### src/rtl/if_wb_master.sv
// rtl/if_wb_master.sv - instruction-fetch Wishbone classic read master
module if_wb_master #(
  parameter int          TIMEOUT  = 255,
  parameter logic [31:0] NOP_INST = 32'h00000013
) (
  input  logic        clk,
  input  logic        rst,
  input  logic        cpu_ce_i,
  input  logic [31:0] cpu_addr_i,
  input  logic [5:0]  stall_i,
  input  logic        flush_i,
  output logic [31:0] cpu_data_o,
  output logic        stallreq_o,
  output logic        fetch_err_o,
  output logic [31:0] wb_adr_o,
  input  logic [31:0] wb_dat_i,
  input  logic        wb_ack_i,
  input  logic        wb_err_i,
  output logic        wb_cyc_o,
  output logic        wb_stb_o,
  output logic        wb_we_o,
  output logic [3:0]  wb_sel_o
);

  typedef enum logic [1:0] {IDLE, BUSY, WAIT_STALL} state_t;

  // Last timer value at which a silent slave is given up on.
  localparam logic [7:0] TIMER_LAST = 8'(TIMEOUT - 1);

  state_t      state_q, state_d;
  logic        wb_cyc_q, wb_cyc_d;
  logic        wb_stb_q, wb_stb_d;
  logic [31:0] wb_adr_q, wb_adr_d;
  logic [3:0]  wb_sel_q, wb_sel_d;
  logic [31:0] rd_buf_q, rd_buf_d;
  logic [7:0]  timer_q, timer_d;
  logic        fetch_err_q, fetch_err_d;

  logic timed_out;
  assign timed_out = (timer_q == TIMER_LAST);

  // Only the IF/ID hold bit of the stall vector matters to the fetch unit.
  logic unused_stall;
  assign unused_stall = ^{stall_i[5:2], stall_i[0]};

  // Next-state and next-output computation for the fetch FSM.
  always_comb begin
    state_d     = state_q;
    wb_cyc_d    = wb_cyc_q;
    wb_stb_d    = wb_stb_q;
    wb_adr_d    = wb_adr_q;
    wb_sel_d    = wb_sel_q;
    rd_buf_d    = rd_buf_q;
    timer_d     = timer_q;
    fetch_err_d = 1'b0;
    case (state_q)
      IDLE: begin
        if (cpu_ce_i && !flush_i) begin
          state_d  = BUSY;
          wb_cyc_d = 1'b1;
          wb_stb_d = 1'b1;
          wb_sel_d = 4'hF;
          wb_adr_d = cpu_addr_i;
          timer_d  = 8'd0;
        end
      end
      BUSY: begin
        if (flush_i) begin
          // Abort: a same-cycle ack/err belongs to a squashed fetch.
          state_d  = IDLE;
          wb_cyc_d = 1'b0;
          wb_stb_d = 1'b0;
          wb_sel_d = 4'h0;
        end else if (wb_ack_i) begin
          state_d  = stall_i[1] ? WAIT_STALL : IDLE;
          wb_cyc_d = 1'b0;
          wb_stb_d = 1'b0;
          wb_sel_d = 4'h0;
          rd_buf_d = wb_dat_i;
        end else if (wb_err_i || timed_out) begin
          state_d     = stall_i[1] ? WAIT_STALL : IDLE;
          wb_cyc_d    = 1'b0;
          wb_stb_d    = 1'b0;
          wb_sel_d    = 4'h0;
          rd_buf_d    = NOP_INST;
          fetch_err_d = 1'b1;
        end else if (timer_q != 8'hFF) begin
          timer_d = timer_q + 8'd1;
        end
      end
      WAIT_STALL: begin
        if (flush_i || !stall_i[1]) begin
          state_d = IDLE;
        end
      end
      default: state_d = IDLE;
    endcase
  end

  // State and registered bus outputs, synchronous active-low reset.
  always_ff @(posedge clk) begin
    if (!rst) begin
      state_q     <= IDLE;
      wb_cyc_q    <= 1'b0;
      wb_stb_q    <= 1'b0;
      wb_adr_q    <= 32'd0;
      wb_sel_q    <= 4'h0;
      rd_buf_q    <= 32'd0;
      timer_q     <= 8'd0;
      fetch_err_q <= 1'b0;
    end else begin
      state_q     <= state_d;
      wb_cyc_q    <= wb_cyc_d;
      wb_stb_q    <= wb_stb_d;
      wb_adr_q    <= wb_adr_d;
      wb_sel_q    <= wb_sel_d;
      rd_buf_q    <= rd_buf_d;
      timer_q     <= timer_d;
      fetch_err_q <= fetch_err_d;
    end
  end

  // Instruction word and stall request seen by the pipeline this cycle.
  always_comb begin
    cpu_data_o = NOP_INST;
    stallreq_o = 1'b0;
    case (state_q)
      IDLE: begin
        stallreq_o = cpu_ce_i && !flush_i;
      end
      BUSY: begin
        if (flush_i) begin
          stallreq_o = 1'b0;
        end else if (wb_ack_i) begin
          cpu_data_o = wb_dat_i;
        end else if (wb_err_i || timed_out) begin
          stallreq_o = 1'b0;
        end else begin
          stallreq_o = 1'b1;
        end
      end
      WAIT_STALL: begin
        cpu_data_o = flush_i ? NOP_INST : rd_buf_q;
      end
      default: begin
        cpu_data_o = NOP_INST;
      end
    endcase
  end

  assign wb_cyc_o    = wb_cyc_q;
  assign wb_stb_o    = wb_stb_q;
  assign wb_adr_o    = wb_adr_q;
  assign wb_sel_o    = wb_sel_q;
  assign wb_we_o     = 1'b0;
  assign fetch_err_o = fetch_err_q;

endmodule
### config.mk
export PLATFORM = sky130hd
export DESIGN_NAME = if_wb_master
export DESIGN_NICKNAME = d
export VERILOG_FILES = /design/src/rtl/if_wb_master.sv
export SDC_FILE = /design/constraint.sdc
export NUM_CORES = 1
export LEC_CHECK = 0
export BUFFER_PORTS_ARGS = -buffer_cell sky130_fd_sc_hd__buf_2
export CORE_MARGIN = 5
export CORE_UTILIZATION = 25
export DETAILED_ROUTE_END_ITERATION = 8
export GPL_TIMING_DRIVEN = 0
export PLACE_DENSITY = 0.58
export SYNTH_ARGS = -nofsm -noshare
export SYNTH_HDL_FRONTEND = slang
export SYNTH_SLANG_ARGS = --single-unit
### constraint.sdc
create_clock -name clk -period 2.8 [get_ports clk]
set_clock_uncertainty 0.15 [all_clocks]
set_input_delay 0.42 -clock clk [delete_from_list [all_inputs] [get_ports clk]]
set_output_delay 0.42 -clock clk [all_outputs]
set_load 0.1 [all_outputs]
# Word-level counts from Yosys, hierarchy flattened
# Cells that the tools add are included.
[totals]
n_memories = 0
register_bits = 80
mem_bits_ro = 0
mem_bits_rw = 0
wordCells = 70
output_inout_bits = 73
latchBits = 0
[classes]
shifts = 0
n_reduce_logical = 14
mul = 0
div = 0
addsub = 1
n_bitwise = 3
n_eq_ne = 11
magnitude_cmp = 0
mux = 34
[op_table]
columns = ["cell", "n"]
rows = [
  ["$mux 32", 5],
  ["$pmux 32 s2", 1],
  ["$mux 8", 5],
  ["$mux 4", 4],
  ["$pmux 8 s2", 1],
  ["$mux 2", 6],
  ["$ne 2x2->1 const B", 6],
  ["$reduce_and 3->1", 3],
  ["$add 8x1->8 const B", 1],
  ["$eq 8x8->1 const B", 1],
  ["$mux 1", 8],
  ["$ne 8x8->1 const B", 1],
  ["$pmux 4 s2", 1],
  ["$pmux 2 s3", 1],
  ["$reduce_and 6->1", 1],
  ["$ne 4x4->1 const B", 1],
  ["$pmux 1 s2", 2],
  ["$reduce_bool 2->1", 2],
  ["$reduce_or 4->1", 1],
  ["$not 1->1", 3],
  ["$eq 2x1->1 const B", 1],
  ["$eq 2x2->1 const B", 1],
  ["$logic_not 1->1", 2],
  ["$logic_not 2->1", 1],
  ["3 further kinds", 4],
]

# Depth between registers and ports, before layout
# Gate-level depths: netlist (run 1).
[logic_depth]
word_depth = 6
mapped_depth = 8
depth_no_buf = 6

# Least setup slack after synthesis (run 1)
# Ideal clock, no wire load.
[synth_timing]
path_type = "input -> output"
startpoint = "input flush_i"
endpoint = "output stallreq_o"
t_arrival_ns = 3.158
cell_stages = 4
n_path_buf = 2
slack_ns = -0.928
cell_sequence = "buf_6 -> or3b_1 -> buf_2 -> o21ai_0"
[synth_via]
elab_chain_cells = 3
word_cells_on_any_way = 4
[synth_rtl]
columns = ["item", "line_no", "source"]
rows = [
  ["start: declaration", "11", "input logic flush_i,"],
  ["$logic_not 1->1", "129", "stallreq_o = cpu_ce_i && !flush_i;"],
  ["$logic_and 1x1->1", "129", ""],
  ["$pmux 1 s2 (*)", "127", "case (state_q)"],
  ["end: declaration", "13", "output logic stallreq_o,"],
]
# Every way passes the cells marked *; elsewhere a longest branch is shown, timed or not.

# Worst setup path in the final report (run 1)
[layout_timing]
startpoint = "register state_q[1]"
endpoint = "output cpu_data_o[28]"
[layout_via]
elab_chain_cells = 2
word_cells_on_any_way = 3
[layout_rtl]
columns = ["item", "line_no", "source"]
rows = [
  ["start: declaration", "30", "state_t state_q, state_d;"],
  ["start signal: assignment", "112", "state_q <= state_d;"],
  ["$eq 2x2->1 / $eq 2x1->1 (equally long branches)", "127", ""],
  ["$pmux 32 s2 (*)", "127", ""],
  ["end: declaration", "12", "output logic [31:0] cpu_data_o,"],
]
# Marked as above.

==> results of run 1 <==
-- cells in the mapped netlist (4+ instances only) --
library cell	n
clkbuf_1	23
buf_2	5
ha_1	5
nand3_1	10
nand2b_1	7
o21ai_0	6
a31oi_1	6
dfxtp_1	76
nor2_1	33
a22o_1	29
inv_1	4
a21oi_1	33
a22oi_1	30
buf_4	7
nand2_1	77
-- sequential cells by signal, indices dropped and copies added (netlist names) --
signal	count
timer_q	8
state_q	2
fetch_err_o	1
rd_buf_q	32
wb_adr_o	32
wb_sel_o	1
-- per-stage QoR --
step	instances	hold WS, ns	power, mW	setup TNS [ns]	area [um^2]
6_report	734	0.161	3.46	0	4750
4_1_cts	736	0.144	3.50	0	4680
3_3_place_gp	720	0.291	2.38	-1.13	4340
2_1_floorplan	404	0.293	2.14	-3.36	3420
3_5_place_dp	720	0.295	2.39	-1.18	4340
5_1_grt	734	0.158	3.63	-0.00867	4750
-- layout make-up --
type,instances,area share
inverters,5,0.00395
clock inverters,6,0.00817
repair buffers,140,0.173
multi-input cells,285,0.357
flip-flops and latches,76,0.321
plain buffers,36,0.0403
clock buffers,10,0.0504
well taps,176,0.0464
-- per-layer routing --
layer	vias up	track usage	part of all wire
li1	1745	-	-
met1	1658	0.165	0.44
met2	159	0.210	0.45
met3	10	0.0584	0.11
met4	0	0.0334	0.0088
met5	-	0	0
-- final timing paths --
path                                                 from                   endpoint  slack [ns]  cells after the start
worst min register to register  wb_adr_o[15]$_SDFFE_PN0P_  wb_adr_o[15]$_SDFFE_PN0P_        0.30                      2
worst min-delay path                         wb_dat_i[12]  rd_buf_q[12]$_SDFFE_PN0P_        0.16                      2
worst max-delay path              state_q[1]$_SDFFE_PN0P_             cpu_data_o[28]        0.16                      8
worst max register to register    timer_q[0]$_SDFFE_PN0P_  rd_buf_q[30]$_SDFFE_PN0P_        0.48                      8
-- kinds of logic after synthesis --
group	share of synthesized area
AO/OA/AOI/OAI	0.262
adder cells (fa/ha/maj)	0.0184
buffers and inverters	0.0594
flip-flops	0.448
multiplexers	0.00922
other	0.00111
AND/OR/NAND/NOR	0.201
-- power by group --
group,switching (mW),total [mW],leakage [nW],internal [mW]
registers,0.0440,1.19,0.617,1.15
logic,0.921,1.19,1.25,0.271
clock network,0.456,1.08,0.135,0.621
total,1.42,3.46,2.00,2.04
-- worst register-to-register path: cells and delay by family, from the launching register on --
| kind | cells | cell delay [ns] |
|---|---|---|
| compound gates | 3 | 0.74 |
| fa+ha+maj | 1 | 0.21 |
| buf+inv | 3 | 0.54 |
| flops | 1 | 0.40 |
| simple gates | 1 | 0.22 |
-- timing repair --
action	CTS	global route
gates resized for setup	31	29
gates cloned	0	0
setup endpoints to repair	32	25
==> metrics, run 1 <==
status=finished, final reports clean; dpl hpwl=8000 um; IO Count=149; Post-synth EDFFs=0; Area contributors post-synth=dfxtp_1 (45%), nand2_1 (8.5%), a22o_1 (7.5%), a22oi_1 (6.6%), a21oi_1 (4.9%); vias=3572; Post-Route WL=10900 um; CTS tree=built; Rows=42; critical path peak fanout=10; Worst path top cell family by delay=buffers and inverters; crit path cell chain=inv_1 -> ha_1 -> and2_1 -> buf_2 -> clkbuf_4 -> a22oi_1 -> nor2_2 -> buf_6; Mapped Area=roughly 3400 um^2; CP startpoint kind=flip-flop; maximum clock frequency=379 MHz; core area=13300 um^2; global-route wire length before repair=between 15000 and 20000 um; # Max-Cap Violations=0; Post-layout nets=634; kind of critical path=flip-flop to output port; Hold Path Class=input pin to flip-flop; final worst slack=0.161 ns; Reg area=between 1500 and 2000 um^2; Root Driver=clkbuf_16; Worst EP arrival=roughly 2.1 ns; CTS hold repair buffers=0; Worst Max-Slew Pin Slew=0.545 ns; die footprint=16000 um^2; Pwr per Cell Area=between 700 and 800 nW/um^2; Peak VDD IR=0.000403 V; Port Buffer Count=140; maximum clock path buffer count=2; Antenna Nets Post-Route=0; top_reg_cell synth=dfxtp_1; Buffers & Inverters on Critical Path=4; Final Hold Fails=0; clk slew on worst S/H paths=0.06 ns; vias per cell=between 4 and 5; # Post-CTS Setup Buffers=0; CP Capture Type=output port; CTS Sinks=76; fin. max-slew vios=0; TritonCTS buffer count=9; flops & latches, synth=76; # fillers=1361; synth warn=0; most frequent cells in the layout=buf_2 (114), nand2_1 (77), dfxtp_1 (76), a21oi_1 (33), a22oi_1 (30); Die H=approximately 130 um; library cells used by synthesis=45; commonest non-fill, non-tap cell in the layout=buf_2; Util after Layout=0.357; final setup fails=0; drt pass-1 iters=4; multi-input combinational cell area=1700 um^2; Mapped Cells=404; Tmin final=2.64 ns; CP required=2.23 ns; Crit path largest cell delay=around 0.33 ns; GP Congestion=0.840; leakage power=2.00 nW; 1st-iter DRT viols=179; Yosys top cell by area=dfxtp_1; layout cell share with drive strength beyond 1=0.351; # H-tree levels=3; largest net degree at the start of global routing=14; grt total ovfl=0; DR WL/cell=~15 um; Skew-Pair Late Insertion Delay=about 0.34 ns; Yosys top cell area share=0.448; Seq/Total Area, Yosys=0.448; Worst path slowest cell=dfxtp_1; n_diodes=0; initial antenna violation count=0; initial core utilization=0.255; Mean Syn Cell Area=8.40 um^2; syn_nets=about 490; ys async rst share=0; # DRC=0; All-Layer GR Usage=0.132; Final Cycle Share=0.943; Die Width=127 um; max_slew headroom=0.637; vias in the first global route=3441; area grow syn2layout=39.9%; worst slack, placed=-0.135 ns
Note: power is estimated with default switching activity, not from simulation.
==> run 2: changes to the inputs <==
CELL_PAD_IN_SITES_DETAIL_PLACEMENT = 1   (was unset)
CELL_PAD_IN_SITES_GLOBAL_PLACEMENT = 1   (was unset)
PLACE_DENSITY = 0.75   (was 0.58)
clock period = 2.3 ns   (was 2.8 ns; I/O delays follow)
==> metrics, run 2 (synthesis results as in run 1) <==
CP startpoint kind=flip-flop (unchanged); most frequent cells in the layout=buf_2 (110), nand2_1 (75), dfxtp_1 (73), a21oi_1 (33), a22o_1 (29) (was buf_2 (114), nand2_1 (77), dfxtp_1 (76), a21oi_1 (33), a22oi_1 (30)); Post-Route WL=13400 um (was 10900 um); CTS Sinks=76 (unchanged); Hold Path Class=input pin to flip-flop (unchanged); final setup fails=0 (unchanged); Peak VDD IR=0.000525 V (was 0.000403 V); clk slew on worst S/H paths=0.06 ns (about the same); initial core utilization=0.255 (unchanged); vias per cell=5.03 (was 4.87); layout cell share with drive strength beyond 1=0.466 (was 0.351); # DRC=0 (unchanged); CP Capture Type=output port (unchanged); Worst Max-Slew Pin Slew=0.550 ns (was 0.545 ns); kind of critical path=flip-flop to output port (unchanged); overall power=4.73 mW (was 3.46 mW); max_slew headroom=0.632 (was 0.637); CP dominant cell by count=buf_8; Setup Total Neg Slack=0 ns (unchanged); initial antenna violation count=0 (unchanged); # fillers=1559 (was 1361); Final Hold Fails=0 (unchanged); # Max-Cap Violations=0 (unchanged); vias in the first global route=4086 (was 3441); Worst EP arrival=1.78 ns (was 2.07 ns); critical path peak fanout=6 (was 10); Die Width=127 um (unchanged); grt total ovfl=0 (unchanged); All-Layer GR Usage=0.162 (was 0.132); global-route wire length before repair=21200 um (was 17300 um); status=finished, final reports clean (unchanged); Root Driver=clkbuf_16 (unchanged); maximum clock frequency=about 440 MHz; fin. max-slew vios=0 (unchanged); Port Buffer Count=140 (unchanged); CP required=1.80 ns (was 2.23 ns); Post-layout nets=643 (was 634); commonest non-fill, non-tap cell in the layout=buf_2 (unchanged); Pwr per Cell Area=843 nW/um^2 (was 730 nW/um^2); Crit path largest cell delay=0.36 ns (was 0.33 ns); Tmin final=around 2.3 ns; CTS hold repair buffers=0 (unchanged); IO Count=149 (unchanged); DR WL/cell=18.0 um (was 14.9 um); R2R Setup Slk=0.19 ns (was 0.48 ns); GP Congestion=0.820 (was 0.840); Rows=42 (unchanged); largest net degree at the start of global routing=16 (was 14); CTS tree=built (unchanged); Die H=127 um (unchanged); TritonCTS buffer count=9 (unchanged); n_diodes=0 (unchanged); final worst slack=0.0220 ns (was 0.161 ns); Skew-Pair Late Insertion Delay=0.33 ns (was 0.34 ns); area grow syn2layout=65.4% (was 39.9%); core area=13300 um^2 (unchanged); 1st-iter DRT viols=149 (was 179); worst slack, placed=-0.562 ns (was -0.135 ns); Antenna Nets Post-Route=0 (unchanged); leakage power=2.21 nW (was 2.00 nW); crit path cell chain=inv_4 -> ha_4 -> and2_4 -> buf_8 -> buf_8 -> a22oi_2 -> nor2_4 -> buf_12 (was inv_1 -> ha_1 -> and2_1 -> buf_2 -> clkbuf_4 -> a22oi_1 -> nor2_2 -> buf_6); Worst path slowest cell=dfxtp_4 (was dfxtp_1); # H-tree levels=3 (unchanged); Final Cycle Share=0.990; maximum clock path buffer count=2 (unchanged); vias=3737 (was 3572); drt pass-1 iters=4 (unchanged); Util after Layout=0.422 (was 0.357); dpl hpwl=9190 um (was 8000 um); RSZ-0062 raised after global routing=yes; die footprint=16000 um^2 (unchanged)
==> run 2: cell types whose count changed in the layout (fill, tap and decap cells not counted), sizes merged <==
cell	delta
buf	+17
bufinv	+1
clkbuf	-6
clkinv	-1
clkinvlp	-1
inv	-1
==> run 2: worst paths after layout <==
kind,from,end,cells after the start
hold reg to reg,wb_adr_o[16]$_SDFFE_PN0P_,wb_adr_o[16]$_SDFFE_PN0P_,2
hold / removal,cpu_addr_i[11],wb_adr_o[11]$_SDFFE_PN0P_,3
setup / recovery,state_q[1]$_SDFFE_PN0P_,cpu_data_o[6],8
setup reg to reg,state_q[1]$_SDFFE_PN0P_,timer_q[7]$_SDFFE_PN0P_,8
==> run 2: power by group <==
part,switching [mW],internal (mW),total [mW]
clock,0.545,0.896,1.44
combinational,1.27,0.549,1.82
sequential,0.0667,1.40,1.47
==> run 2: timing repair <==
action                                  4_1_cts  5_1_grt
cloned                                        3        1
gates resized for setup                     168       26
pin swaps                                    13        6
endpoints found under the setup margin       43       41
buffers inserted                              4        2
==> run 2: through the flow <==
step | hold slack, ns | cells | area, um^2
after floorplan | 0.293 | 404 | 3590
after detailed placement | 0.297 | 720 | 4510
after global placement | 0.291 | 720 | 4510
after CTS | 0.0796 | 741 | 5490
final | 0.0971 | 743 | 5610
after global routing | 0.0939 | 743 | 5610
==> run 2: layout make-up <==
type	count	area [um^2]	share of cell area
buffer	35	298	0.0531
multi-input combinational	285	2040	0.364
timing repair buffer	150	1190	0.212
inverter	5	23.8	0.00424
clock buffer	12	256	0.0457
clock inverter	4	47.5	0.00847
tap	176	220	0.0392
sequential	76	1530	0.273
==> run 2: worst max-delay path, delay by kind of cell, from the launching register on <==
family	cells	cell delay (ns)
buf+inv	4	0.48
flops	1	0.36
simple gates	2	0.23
compound gates	1	0.21
fa+ha+maj	1	0.15
==> run 2: routing by layer <==
layer | GRT usage | routed length [um] | vias up
met4 | 0.0656 | 354 | 0
li1 | - | - | 1764
met3 | 0.0429 | 714 | 25
met1 | 0.195 | 5530 | 1836
met2 | 0.275 | 6760 | 112
met5 | 0 | 0 | -
